[src/rtl/pc_gen_if.sv]
// Fetch-PC bundle: redirect requests and stall in, fetch address and status out.
// Latency: none, wiring only.
// Backpressure: the stall signal carried here is the fetch stage's hold request.
interface pc_gen_if;
    logic        stall;
    logic        trap_valid;
    logic [63:0] trap_vector;
    logic        xret_valid;
    logic [63:0] xret_pc;
    logic        redirect_valid;
    logic [63:0] redirect_pc;
    logic [63:0] pc;
    logic        pc_valid;
    logic        flush;
    logic        pc_misaligned;

    // Upstream side: drives stall and redirect requests, observes the PC.
    modport master (
        output stall, trap_valid, trap_vector, xret_valid, xret_pc,
               redirect_valid, redirect_pc,
        input  pc, pc_valid, flush, pc_misaligned
    );

    // PC generator side.
    modport slave (
        input  stall, trap_valid, trap_vector, xret_valid, xret_pc,
               redirect_valid, redirect_pc,
        output pc, pc_valid, flush, pc_misaligned
    );
endinterface

[src/rtl/pc_gen.sv]
// Fetch PC generator: sequential +4 fetch with trap > xret > redirect steering.
// Latency: accepted target appears on pc one cycle after the accepting edge.
// Backpressure: stall freezes pc; a redirect seen under stall is parked, never dropped.
module pc_gen #(
    parameter logic [63:0] RESET_PC = 64'h0000_0000_8000_0000
) (
    input  logic     clk,
    input  logic     rst,
    pc_gen_if.slave  io_bus
);

    typedef enum logic [1:0] {
        BOOT = 2'd0,
        RUN  = 2'd1,
        PEND = 2'd2
    } state_t;

    state_t      r_state;
    logic [63:0] r_pc;
    logic        r_pc_valid;
    logic        r_pc_misaligned;
    logic [63:0] r_pend_pc;
    logic        r_pend_misaligned;

    logic        w_req;
    logic [63:0] w_tgt_raw;
    logic [63:0] w_tgt;
    logic        w_tgt_misaligned;

    // Any redirect source counts as a request; the target follows fixed priority.
    assign w_req            = io_bus.trap_valid | io_bus.xret_valid | io_bus.redirect_valid;
    assign w_tgt_raw        = io_bus.trap_valid ? io_bus.trap_vector :
                              io_bus.xret_valid ? io_bus.xret_pc     :
                                                  io_bus.redirect_pc;
    // Low two bits are dropped on load; the loss is reported via pc_misaligned.
    assign w_tgt            = {w_tgt_raw[63:2], 2'b00};
    assign w_tgt_misaligned = (w_tgt_raw[1:0] != 2'b00);

    // Boot ignores redirects, so flush must stay low there too.
    assign io_bus.flush         = (r_state != BOOT) && (w_req || (r_state == PEND));
    assign io_bus.pc            = r_pc;
    assign io_bus.pc_valid      = r_pc_valid;
    assign io_bus.pc_misaligned = r_pc_misaligned;

    // Control FSM with registered pc, status flags and parked redirect target.
    always_ff @(posedge clk or posedge rst) begin
        if (rst) begin
            r_state           <= BOOT;
            r_pc              <= RESET_PC;
            r_pc_valid        <= 1'b0;
            r_pc_misaligned   <= 1'b0;
            r_pend_pc         <= 64'd0;
            r_pend_misaligned <= 1'b0;
        end else begin
            case (r_state)
                BOOT: begin
                    r_state    <= RUN;
                    r_pc_valid <= 1'b1;
                end
                RUN: begin
                    if (w_req && !io_bus.stall) begin
                        r_pc            <= w_tgt;
                        r_pc_misaligned <= w_tgt_misaligned;
                        r_pc_valid      <= 1'b1;
                    end else if (w_req) begin
                        r_pend_pc         <= w_tgt;
                        r_pend_misaligned <= w_tgt_misaligned;
                        r_state           <= PEND;
                        r_pc_valid        <= 1'b0;
                    end else if (!io_bus.stall) begin
                        r_pc            <= r_pc + 64'd4;
                        r_pc_misaligned <= 1'b0;
                    end
                end
                PEND: begin
                    if (!io_bus.stall) begin
                        // A newer request wins over the parked one.
                        r_pc            <= w_req ? w_tgt : r_pend_pc;
                        r_pc_misaligned <= w_req ? w_tgt_misaligned : r_pend_misaligned;
                        r_state         <= RUN;
                        r_pc_valid      <= 1'b1;
                    end else if (w_req) begin
                        r_pend_pc         <= w_tgt;
                        r_pend_misaligned <= w_tgt_misaligned;
                    end
                end
                default: begin
                    r_state    <= BOOT;
                    r_pc       <= RESET_PC;
                    r_pc_valid <= 1'b0;
                end
            endcase
        end
    end

endmodule

[src/flat_wrapper.sv]
// flat-port wrapper written by rule: the top's interface ports become plain ports
module pc_gen_flat 
#(
    parameter logic [63:0] RESET_PC = 64'h0000_0000_8000_0000
)
  (clk, rst, io_bus_stall, io_bus_trap_valid, io_bus_trap_vector, io_bus_xret_valid, io_bus_xret_pc, io_bus_redirect_valid, io_bus_redirect_pc, io_bus_pc, io_bus_pc_valid, io_bus_flush, io_bus_pc_misaligned);
  pc_gen_if io_bus_i ();
  input  logic clk;
  input  logic rst;
  input wire logic [$bits(io_bus_i.stall)-1:0] io_bus_stall;
  input wire logic [$bits(io_bus_i.trap_valid)-1:0] io_bus_trap_valid;
  input wire logic [$bits(io_bus_i.trap_vector)-1:0] io_bus_trap_vector;
  input wire logic [$bits(io_bus_i.xret_valid)-1:0] io_bus_xret_valid;
  input wire logic [$bits(io_bus_i.xret_pc)-1:0] io_bus_xret_pc;
  input wire logic [$bits(io_bus_i.redirect_valid)-1:0] io_bus_redirect_valid;
  input wire logic [$bits(io_bus_i.redirect_pc)-1:0] io_bus_redirect_pc;
  output wire logic [$bits(io_bus_i.pc)-1:0] io_bus_pc;
  output wire logic [$bits(io_bus_i.pc_valid)-1:0] io_bus_pc_valid;
  output wire logic [$bits(io_bus_i.flush)-1:0] io_bus_flush;
  output wire logic [$bits(io_bus_i.pc_misaligned)-1:0] io_bus_pc_misaligned;
  assign io_bus_i.stall = io_bus_stall;
  assign io_bus_i.trap_valid = io_bus_trap_valid;
  assign io_bus_i.trap_vector = io_bus_trap_vector;
  assign io_bus_i.xret_valid = io_bus_xret_valid;
  assign io_bus_i.xret_pc = io_bus_xret_pc;
  assign io_bus_i.redirect_valid = io_bus_redirect_valid;
  assign io_bus_i.redirect_pc = io_bus_redirect_pc;
  assign io_bus_pc = io_bus_i.pc;
  assign io_bus_pc_valid = io_bus_i.pc_valid;
  assign io_bus_flush = io_bus_i.flush;
  assign io_bus_pc_misaligned = io_bus_i.pc_misaligned;
  pc_gen #(.RESET_PC(RESET_PC)) u_core (.clk(clk), .rst(rst), .io_bus(io_bus_i));
endmodule
[config.mk]
export PLATFORM = sky130hd
export DESIGN_NAME = pc_gen_flat
export DESIGN_NICKNAME = d
export VERILOG_FILES = /design/src/rtl/pc_gen_if.sv /design/src/rtl/pc_gen.sv /design/src/flat_wrapper.sv
export SDC_FILE = /design/constraint.sdc
export NUM_CORES = 1
export LEC_CHECK = 0
export BUFFER_PORTS_ARGS = -buffer_cell sky130_fd_sc_hd__buf_4
export CORE_MARGIN = 3
export CORE_UTILIZATION = 53
export DETAILED_ROUTE_END_ITERATION = 16
export GPL_TIMING_DRIVEN = 0
export HOLD_SLACK_MARGIN = 0.06
export PLACE_DENSITY = 0.82
export SLEW_MARGIN = 25
export SYNTH_ARGS = -nofsm -noshare
export SYNTH_HDL_FRONTEND = slang
export SYNTH_SLANG_ARGS = --single-unit
[constraint.sdc]
create_clock -name clk -period 5 [get_ports clk]
set_input_delay 0.5 -clock clk [delete_from_list [all_inputs] [get_ports clk]]
set_output_delay 0.5 -clock clk [all_outputs]
set_load 0.01 [all_outputs]
==> out/summary.log, run 1 <==
qor: cells_and_area.multi_input_comb_area 0.004965 mm²
qor: worst_setup_path.timing.setup.critical_path_class reg2reg
qor: run.max_cap_violations 0
qor: route.vias 10290
qor: clock_network.tritoncts_num_sinks 133
qor: global_routing.overflow 0
qor: die.std_cell_rows 45
qor: global_routing.grt_max_degree 78
qor: worst_hold_path.worstHoldPathType in2async
qor: clock_network.post_cts_setup_buffers 0
qor: synth.netlist_instances 1076
qor: global_routing.antenna_found_initial 1
qor: timing.grt_setup_unrepaired no
qor: synth.yosys-top-cells-area sky130_fd_sc_hd__dfrtp_1 (38%), sky130_fd_sc_hd__o21ai_0 (9.2%), sky130_fd_sc_hd__mux2i_1 (7.8%), sky130_fd_sc_hd__nand2_1 (6.9%), sky130_fd_sc_hd__a21oi_1 (5.5%)
qor: placed_design.gp_congestion 0.9875
qor: clock_network.cts_htree_levels 4
qor: synth.ys_ff_latch 133
qor: synth.synth_top_cell_by_area sky130_fd_sc_hd__dfrtp_1
qor: timing.max_slew_headroom_at_the_worst_pin 0.2656
qor: synth.yosys_warnings 0
qor: synth.synth_top_family_by_area compound AO/OA/AOI/OAI gates
qor: clock_network.numCtsBuffers 17
qor: die.chipHeight 133.5 µm
qor: clock_network.resized_after_cts 0
qor: timing.finalCritPeriodShare 0.6747
qor: cells_and_area.layout_common_cells sky130_fd_sc_hd__buf_4 (266), sky130_fd_sc_hd__nand2_1 (159), sky130_fd_sc_hd__o21ai_0 (158), sky130_fd_sc_hd__dfrtp_1 (132), sky130_fd_sc_hd__nor2_1 (109)
qor: worst_setup_path.crit_path_start_kind flip-flop
qor: placed_design.preCtsSetupSlack 1730 ps
qor: synth.ys_dominant_reg_cell sky130_fd_sc_hd__dfrtp_1
qor: die.dieArea 0.01782 mm²
qor: power.power.switching_fraction 0.4557
qor: power.static-leakage-power 5.267 nW
qor: route.drc 0
qor: clock_network.post_cts_hold_buffer_count 0
qor: worst_setup_path.rr_worst_depth 9
qor: worst_setup_path.critPathMaxFanout 10
qor: cells_and_area.fillCellCount 1314
qor: placed_design.port_buffer_count 263
qor: route.detail_route.iter0.violations 1604
qor: die.design.core.area 0.01554 mm²
qor: synth.ys_async_sr_fraction 1.000
qor: worst_setup_path.critical_path.endpoint_type flip-flop
qor: synth.synth_simple_gate_area_frac 0.2357
qor: synth.yosysSeqAreaShare 0.3865
qor: cells_and_area.area_growth_syn_to_layout 33.57%
qor: global_routing.grt_pass1_vias 9447
qor: timing.final.min_clock_period 3373 ps
qor: die.floorplan.io_pins 265
qor: synth.synth-adder-area-share 0.007262
qor: timing.setup_slack 1627 ps
qor: timing.final-setup-viol-count 0
qor: cells_and_area.final-seq-area 0.003329 mm²
qor: cells_and_area.num-nets-final 1563
qor: timing.final_max_slew_viol_count 0
qor: route.final_antenna_net_count 0
qor: route.drt-wirelength-per-cell 23.22 µm
qor: cells_and_area.layout.cells.most_common sky130_fd_sc_hd__buf_4
qor: clock_network.cts_tree yes
qor: route.routed_via_density 6.498
qor: power.pwr_density_cell 532.0 mW/mm²
qor: synth.post_synth_cell_types 66
qor: synth.synth_xor_area_frac 0.004067
qor: die.initial_core_util 0.5543
qor: synth.synth-compound-area-share 0.2360
qor: timing.clock.fmax 296.4 MHz
qor: power.internal_power 0.003332 W
qor: cells_and_area.drive_above_1_share 0.2462
qor: power.power_switching 0.002789 W
qor: synth.post_synth.cell_area_avg 8.006 µm²
qor: synth.synth_fp_nets 1279
qor: power.power.share.sequential 0.343
qor: cells_and_area.num_antenna_cells 0
qor: outcome.outcome completed
qor: timing.tightestPinTransition 1094 ps
qor: clock_network.max-clock-path-buffers 2
qor: clock_network.clk_latency 430 ps
qor: clock_network.worst_setup_hold_path_clk_slew 60 ps
qor: power.p_comb_frac 0.452
qor: placed_design.dpl.hpwl 28130 µm
qor: die.die_outline_width 133.5 µm
qor: synth.synth_top_cell_area_share 0.3834
qor: route.detail_route.wirelength 36780 µm
qor: worst_setup_path.crit_arrival 3650 ps
qor: timing.report.final.hold_viol_count 0
qor: synth.yosys-mux-area-fraction 0.08962
qor: clock_network.cts_root_buffer sky130_fd_sc_hd__clkbuf_16
qor: route.drt_pre_antenna_iters 6
qor: cells_and_area.final_core_util 0.7404
qor: synth.synth-edff-count 0
qor: power.ir_drop 0.2938 mV
qor: power.clkPwrFrac 0.205
qor: global_routing.grt_pass1_wl 55570 µm
qor: global_routing.track_usage 0.4038
qor: worst_setup_path.worst_path_required_time 5280 ps
qor: synth.synthesis.area 0.008615 mm²
qor: timing.finClkSkew 5.828 ps
[cell families after synthesis]
kind of cell	Yosys count
and+or+nand+nor	426
AOI/OAI and AO/OA	349
DFF	133
buffers and inverters	83
muxes	76
adders and majority gates	5
xor gates and xnor gates	4
[cell type report]
class	instances	share of cell area
clock buffers	23	0.04154
clock inverters	9	0.008808
repair buffers	265	0.1746
inverters	9	0.003589
multi-input cells	860	0.4315
well taps	211	0.02294
flip-flops and latches	133	0.2894
plain buffers	74	0.02762
[critical path: stages (launching register included)]
cell,delay (ps)
sky130_fd_sc_hd__dfrtp_1,440
sky130_fd_sc_hd__inv_1,90
sky130_fd_sc_hd__ha_1,200
sky130_fd_sc_hd__clkbuf_1,230
sky130_fd_sc_hd__o21ai_0,540
sky130_fd_sc_hd__nand2b_1,310
sky130_fd_sc_hd__clkbuf_1,380
sky130_fd_sc_hd__clkbuf_1,410
sky130_fd_sc_hd__a221oi_1,460
sky130_fd_sc_hd__o21ai_0,150
[power groups by stage]
stage	Clock [W]	Combinational, W	Sequential (W)
final	0.00125	0.00277	0.00210
after global routing	0.00129	0.00297	0.00215
after CTS	0.00124	0.00269	0.00206
after detailed placement	0	0.00267	0.00208
after global placement	0	0.00261	0.00205
after floorplan	0	0.00141	0.00203
[state kept, by name, summed over array words and instances (netlist names)]
signal                       count
u_core.r_state                   2
u_core.r_pend_misaligned         1
u_core.r_pend_pc                64
u_core.io_bus.pc_valid           1
u_core.io_bus.pc                64
u_core.io_bus.pc_misaligned      1
[routing by layer]
metal,track usage,wire [µm]
met1,0.5514,14300
met2,0.6261,16780
met3,0.1174,4665
met4,0.1217,1026
met5,0,7
[metrics by stage]
step / cell area, µm² / hold WS, ps / TNS [ps] / total power [W] / std cells
floorplan: 8615 / 449.7 / 0 / 0.003436 / 1076
global placement: 10850 / 461.3 / -88800 / 0.004658 / 1550
detailed placement: 10910 / 470.4 / 0 / 0.004748 / 1552
CTS: 11490 / 105.3 / 0 / 0.005990 / 1584
global route: 11510 / 128.4 / 0 / 0.006404 / 1584
finish: 11510 / 83.69 / 0 / 0.006122 / 1584
[synthesized netlist by cell type (5+ instances only)]
library cell / instances
sky130_fd_sc_hd__a21oi_1: 95
sky130_fd_sc_hd__a221oi_1: 10
sky130_fd_sc_hd__a22o_1: 7
sky130_fd_sc_hd__a22oi_1: 12
sky130_fd_sc_hd__a31oi_1: 11
sky130_fd_sc_hd__and2_1: 9
sky130_fd_sc_hd__and3_1: 17
sky130_fd_sc_hd__and4_1: 8
sky130_fd_sc_hd__buf_1: 14
sky130_fd_sc_hd__clkbuf_1: 50
sky130_fd_sc_hd__dfrtp_1: 132
sky130_fd_sc_hd__ha_1: 5
sky130_fd_sc_hd__inv_1: 9
sky130_fd_sc_hd__mux2_2: 9
sky130_fd_sc_hd__mux2i_1: 67
sky130_fd_sc_hd__nand2_1: 159
sky130_fd_sc_hd__nand3_1: 44
sky130_fd_sc_hd__nand4_1: 18
sky130_fd_sc_hd__nor2_1: 109
sky130_fd_sc_hd__nor3_1: 17
sky130_fd_sc_hd__nor4_1: 8
sky130_fd_sc_hd__o211ai_1: 12
sky130_fd_sc_hd__o21a_1: 5
sky130_fd_sc_hd__o21ai_0: 158
sky130_fd_sc_hd__o221ai_1: 5
sky130_fd_sc_hd__o311ai_0: 7
sky130_fd_sc_hd__or3_1: 7
sky130_fd_sc_hd__or4_1: 6
[final timing paths]
path                                         from                    to  slack, ps
min                                           rst  u_core.io_bus.pc[21]         80
max                             u_core.r_state[0]  u_core.io_bus.pc[21]       1630
max in group asynchronous                     rst  u_core.r_pend_pc[39]       4170
min reg2reg                   u_core.r_pend_pc[2]   u_core.r_pend_pc[2]        480
max reg2reg                     u_core.r_state[0]  u_core.io_bus.pc[21]       1630
min in group clk           io_bus_trap_vector[19]  u_core.r_pend_pc[19]        400
(Power assumes the default switching activity.)
==> run 2, diff against run 1 <==
- ABC_AREA: not set -> 1
- CORE_UTILIZATION: 53 -> 49
- PLACE_DENSITY: 0.82 -> 0.78
- clock period: 5 -> 2.7 ns (I/O delays scaled with it)
==> out/summary.log, run 2 <==
qor: power.pwr_density_cell 965.3 mW/mm² [was 532.0 mW/mm²]
qor: global_routing.track_usage 0.3720 [was 0.4038]
qor: synth.netlist_instances 1634 [was 1076]
qor: timing.report.final.hold_viol_count 0 [unchanged]
qor: synth.ys_ff_latch 133 [unchanged]
qor: global_routing.grt_pass1_vias 11680 [was 9447]
qor: cells_and_area.final_core_util 0.6602 [was 0.7404]
qor: placed_design.dpl_cell_area 0.01242 mm² [was 0.01091 mm²]
qor: timing.clock.fmax 400.3 MHz [was 296.4 MHz]
qor: worst_setup_path.crit_path_start_kind flip-flop [unchanged]
qor: timing.max_slew_headroom_at_the_worst_pin 0.5548 [was 0.2656]
qor: timing.setup_slack 202.0 ps [was 1627 ps]
qor: placed_design.preCtsSetupSlack 64.60 ps [was 1730 ps]
qor: global_routing.grt_pass1_wl 64010 µm [was 55570 µm]
qor: synth.yosys-top-cells-area sky130_fd_sc_hd__dfrtp_1 (33%), sky130_fd_sc_hd__nand2_1 (24%), sky130_fd_sc_hd__o21ai_0 (9.3%), sky130_fd_sc_hd__nor2_1 (7.2%), sky130_fd_sc_hd__nand3_1 (5.2%) [was sky130_fd_sc_hd__dfrtp_1 (38%), sky130_fd_sc_hd__o21ai_0 (9.2%), sky130_fd_sc_hd__mux2i_1 (7.8%), sky130_fd_sc_hd__nand2_1 (6.9%), sky130_fd_sc_hd__a21oi_1 (5.5%)]
qor: clock_network.clk_latency 440 ps [was 430 ps]
qor: synth.yosys.cell_count.top_type sky130_fd_sc_hd__nand2_1 [unchanged]
qor: synth.yosysSeqAreaShare 0.3318 [was 0.3865]
qor: die.design.core.area 0.01978 mm² [was 0.01554 mm²]
qor: die.die_outline_width 149.1 µm [was 133.5 µm]
qor: cells_and_area.num-nets-final 2124 [was 1563]
qor: placed_design.port_buffer_count 263 [unchanged]
qor: synth.synth_top_cell_area_share 0.3292 [was 0.3834]
qor: synth.yosys_warnings 0 [unchanged]
qor: die.chipHeight 149.1 µm [was 133.5 µm]
qor: global_routing.grt_max_degree 32 [was 78]
qor: route.drc 0 [unchanged]
qor: synth.netlist_top_cells_count sky130_fd_sc_hd__nand2_1 (644), sky130_fd_sc_hd__nor2_1 (192), sky130_fd_sc_hd__o21ai_0 (186) [was sky130_fd_sc_hd__nand2_1 (159), sky130_fd_sc_hd__o21ai_0 (158), sky130_fd_sc_hd__dfrtp_1 (132)]
qor: timing.final-setup-viol-count 0 [unchanged]
qor: cells_and_area.drive_above_1_share 0.1920 [was 0.2462]
qor: timing.tightestPinTransition 667.8 ps [was 1094 ps]
qor: clock_network.cts_root_buffer sky130_fd_sc_hd__clkbuf_16 [unchanged]
qor: placed_design.gp_congestion 0.9956 [was 0.9875]
qor: timing.final.min_clock_period 2498 ps [was 3373 ps]
qor: route.routed_via_density 5.654 [was 6.498]
qor: synth.ys_dominant_reg_cell sky130_fd_sc_hd__dfrtp_1 [unchanged]
qor: cells_and_area.layout_common_cells sky130_fd_sc_hd__nand2_1 (644), sky130_fd_sc_hd__buf_4 (267), sky130_fd_sc_hd__nor2_1 (192), sky130_fd_sc_hd__o21ai_0 (186), sky130_fd_sc_hd__dfrtp_1 (132) [was sky130_fd_sc_hd__buf_4 (266), sky130_fd_sc_hd__nand2_1 (159), sky130_fd_sc_hd__o21ai_0 (158), sky130_fd_sc_hd__dfrtp_1 (132), sky130_fd_sc_hd__nor2_1 (109)]
qor: power.totalPowerFinal 0.01261 W [was 0.006122 W]
qor: synth.synth_top_cell_by_area sky130_fd_sc_hd__dfrtp_1 [unchanged]
qor: power.ir_drop 0.6843 mV [was 0.2938 mV]
qor: worst_setup_path.critPathMaxFanout 7 [was 10]
qor: route.drt-wirelength-per-cell 19.05 µm [was 23.22 µm]
qor: timing.final_max_slew_viol_count 0 [unchanged]
qor: worst_setup_path.crit_arrival 2820 ps [was 3650 ps]
qor: synth.synth-edff-count 0 [unchanged]
qor: die.dieArea 0.02223 mm² [was 0.01782 mm²]
qor: cells_and_area.layout.cells.most_common sky130_fd_sc_hd__nand2_1 [was sky130_fd_sc_hd__buf_4]
qor: global_routing.antenna_found_initial 0 [was 1]
qor: cells_and_area.layout.cell_area.non_filler 0.01306 mm² [was 0.01151 mm²]
qor: cells_and_area.fillCellCount 1850 [was 1314]
qor: die.initial_core_util 0.5073 [was 0.5543]
qor: clock_network.tritoncts_num_sinks 133 [unchanged]
qor: synth.synthesis.area 0.01003 mm² [was 0.008615 mm²]
qor: route.drt_pre_antenna_iters 6 [unchanged]
qor: worst_setup_path.critical_path.endpoint_type flip-flop [unchanged]
qor: die.floorplan.io_pins 265 [unchanged]
qor: clock_network.cts_tree yes [unchanged]
qor: clock_network.max-clock-path-buffers 2 [unchanged]
qor: outcome.outcome completed [unchanged]
qor: clock_network.cts_htree_levels 4 [unchanged]
qor: global_routing.overflow 0 [unchanged]
qor: clock_network.post_cts_setup_buffers 0 [unchanged]
qor: clock_network.numCtsBuffers 17 [unchanged]
qor: run.max_cap_violations 0 [unchanged]
qor: synth.post_synth.cell_area_avg 6.141 µm² [was 8.006 µm²]
qor: cells_and_area.num_antenna_cells 0 [unchanged]
qor: clock_network.worst_setup_hold_path_clk_slew 60 ps [about the same]
qor: placed_design.dpl.hpwl 32870 µm [was 28130 µm]
qor: synth.ys_async_sr_fraction 1.000 [unchanged]
qor: timing.grt_setup_unrepaired no [unchanged]
qor: cells_and_area.area_growth_syn_to_layout 30.15% [was 33.57%]
qor: route.vias 12420 [was 10290]
qor: worst_setup_path.timing.setup.critical_path_class reg2reg [unchanged]
qor: timing.finClkSkew 10.73 ps [was 5.828 ps]
qor: power.static-leakage-power 6.350 nW [was 5.267 nW]
qor: synth.post_synth_cell_types 39 [was 66]
qor: worst_hold_path.worstHoldPathType in2reg [was in2async]
qor: worst_setup_path.worst_path_required_time 3020 ps [was 5280 ps]
qor: die.std_cell_rows 51 [was 45]
qor: route.detail_route.iter0.violations 1252 [was 1604]
qor: route.detail_route.wirelength 41850 µm [was 36780 µm]
qor: timing.finalCritPeriodShare 0.9252 [was 0.6747]
qor: synth.synth_fp_nets 1837 [was 1279]
qor: route.final_antenna_net_count 0 [unchanged]
-- run 2: cell count changes in the layout (fill, tap and decap cells not counted), moves of 14 or more --
cell,change
sky130_fd_sc_hd__a21oi_1,-39
sky130_fd_sc_hd__and3_1,-17
sky130_fd_sc_hd__buf_1,-14
sky130_fd_sc_hd__buf_2,+21
sky130_fd_sc_hd__clkbuf_1,-15
sky130_fd_sc_hd__inv_1,+73
sky130_fd_sc_hd__mux2i_1,-67
sky130_fd_sc_hd__nand2_1,+485
sky130_fd_sc_hd__nand3_1,+60
sky130_fd_sc_hd__nor2_1,+83
sky130_fd_sc_hd__o21ai_0,+28
sky130_fd_sc_hd__o21ai_1,+14
sky130_fd_sc_hd__or2_2,+14
sky130_fd_sc_hd__xor2_1,+16
-- run 2: path summary, 6_finish.rpt --
| path | startpoint | to | slack (ps) | cells after the start |
|---|---|---|---|---|
| worst max register to register | u_core.io_bus.pc[2] | u_core.io_bus.pc[42] | 200 | 14 |
| min in group asynchronous | rst | u_core.r_pend_pc[42] | 450 | 3 |
| max in group asynchronous | rst | u_core.io_bus.pc[31] | 1430 | 5 |
| worst min-delay path | io_bus_trap_vector[44] | u_core.r_pend_pc[44] | 200 | 3 |
| worst max-delay path | u_core.io_bus.pc[2] | u_core.io_bus.pc[42] | 200 | 14 |
| worst min register to register | u_core.r_pend_pc[20] | u_core.r_pend_pc[20] | 480 | 2 |
-- run 2: worst max-delay path, stage by stage, from the launching register on --
cell,delay [ps]
sky130_fd_sc_hd__dfrtp_1,490
sky130_fd_sc_hd__ha_1,390
sky130_fd_sc_hd__inv_1,90
sky130_fd_sc_hd__nor2_1,260
sky130_fd_sc_hd__nand2_1,190
sky130_fd_sc_hd__nor2_4,270
sky130_fd_sc_hd__nand2_1,180
sky130_fd_sc_hd__inv_1,130
sky130_fd_sc_hd__nand2_1,60
sky130_fd_sc_hd__nand2_1,60
sky130_fd_sc_hd__nand2_1,50
sky130_fd_sc_hd__nand2_1,50
sky130_fd_sc_hd__nand2_1,50
sky130_fd_sc_hd__nand2_1,60
sky130_fd_sc_hd__nand2_1,60
-- run 2: timing repair --
action	in CTS	in global routing
hold buffers	1	0
endpoints found under the hold margin	17	0
setup endpoints to repair	0	50
resized for setup	0	12
-- run 2: metal layers --
layer,vias up,part of all wire,GRT usage
met1,5752,0.40,0.4914
li1,5861,-,-
met5,-,0,0
met3,118,0.095,0.06077
met4,0,0.049,0.1831
met2,690,0.46,0.5954
-- run 2: per-stage QoR --
stage | TNS, ps | hold slack (ps) | instances
after global routing | 0 | 249.1 | 2197
after floorplan | 0 | 441.4 | 1634
after detailed placement | 0 | 344.1 | 2166
after CTS | 0 | 194.8 | 2197
final | 0 | 195.1 | 2197
after global placement | -27780 | 453.5 | 2162
-- run 2: logic make-up after synthesis --
group           count (synthesis)  synth area share
compound gates                300            0.1599
xor+xnor                       28           0.02444
fa+ha+maj                       5          0.006234
buf+inv                       169           0.07219
flops                         133            0.3318
simple gates                  999            0.4055
-- run 2: layout make-up --
type | instances | area [µm²] | share of cell area
Buffer | 79 | 389.1 | 0.02980
Inverter | 90 | 346.6 | 0.02654
Timing Repair Buffer | 268 | 2064 | 0.1581
Clock inverter | 12 | 178.9 | 0.01370
Multi-Input combinational cell | 1332 | 5981 | 0.4579
Clock buffer | 18 | 439.2 | 0.03363
Tap cell | 265 | 331.6 | 0.02539
Sequential cell | 133 | 3329 | 0.2549
-- run 2: power breakdown --
part / switching, W / leakage [nW] / internal (W)
sequential: 0.00122 / 1.71 / 0.00299
clock: 0.000967 / 0.294 / 0.00156
combinational: 0.00367 / 4.34 / 0.00220
total: 0.00586 / 6.35 / 0.00675
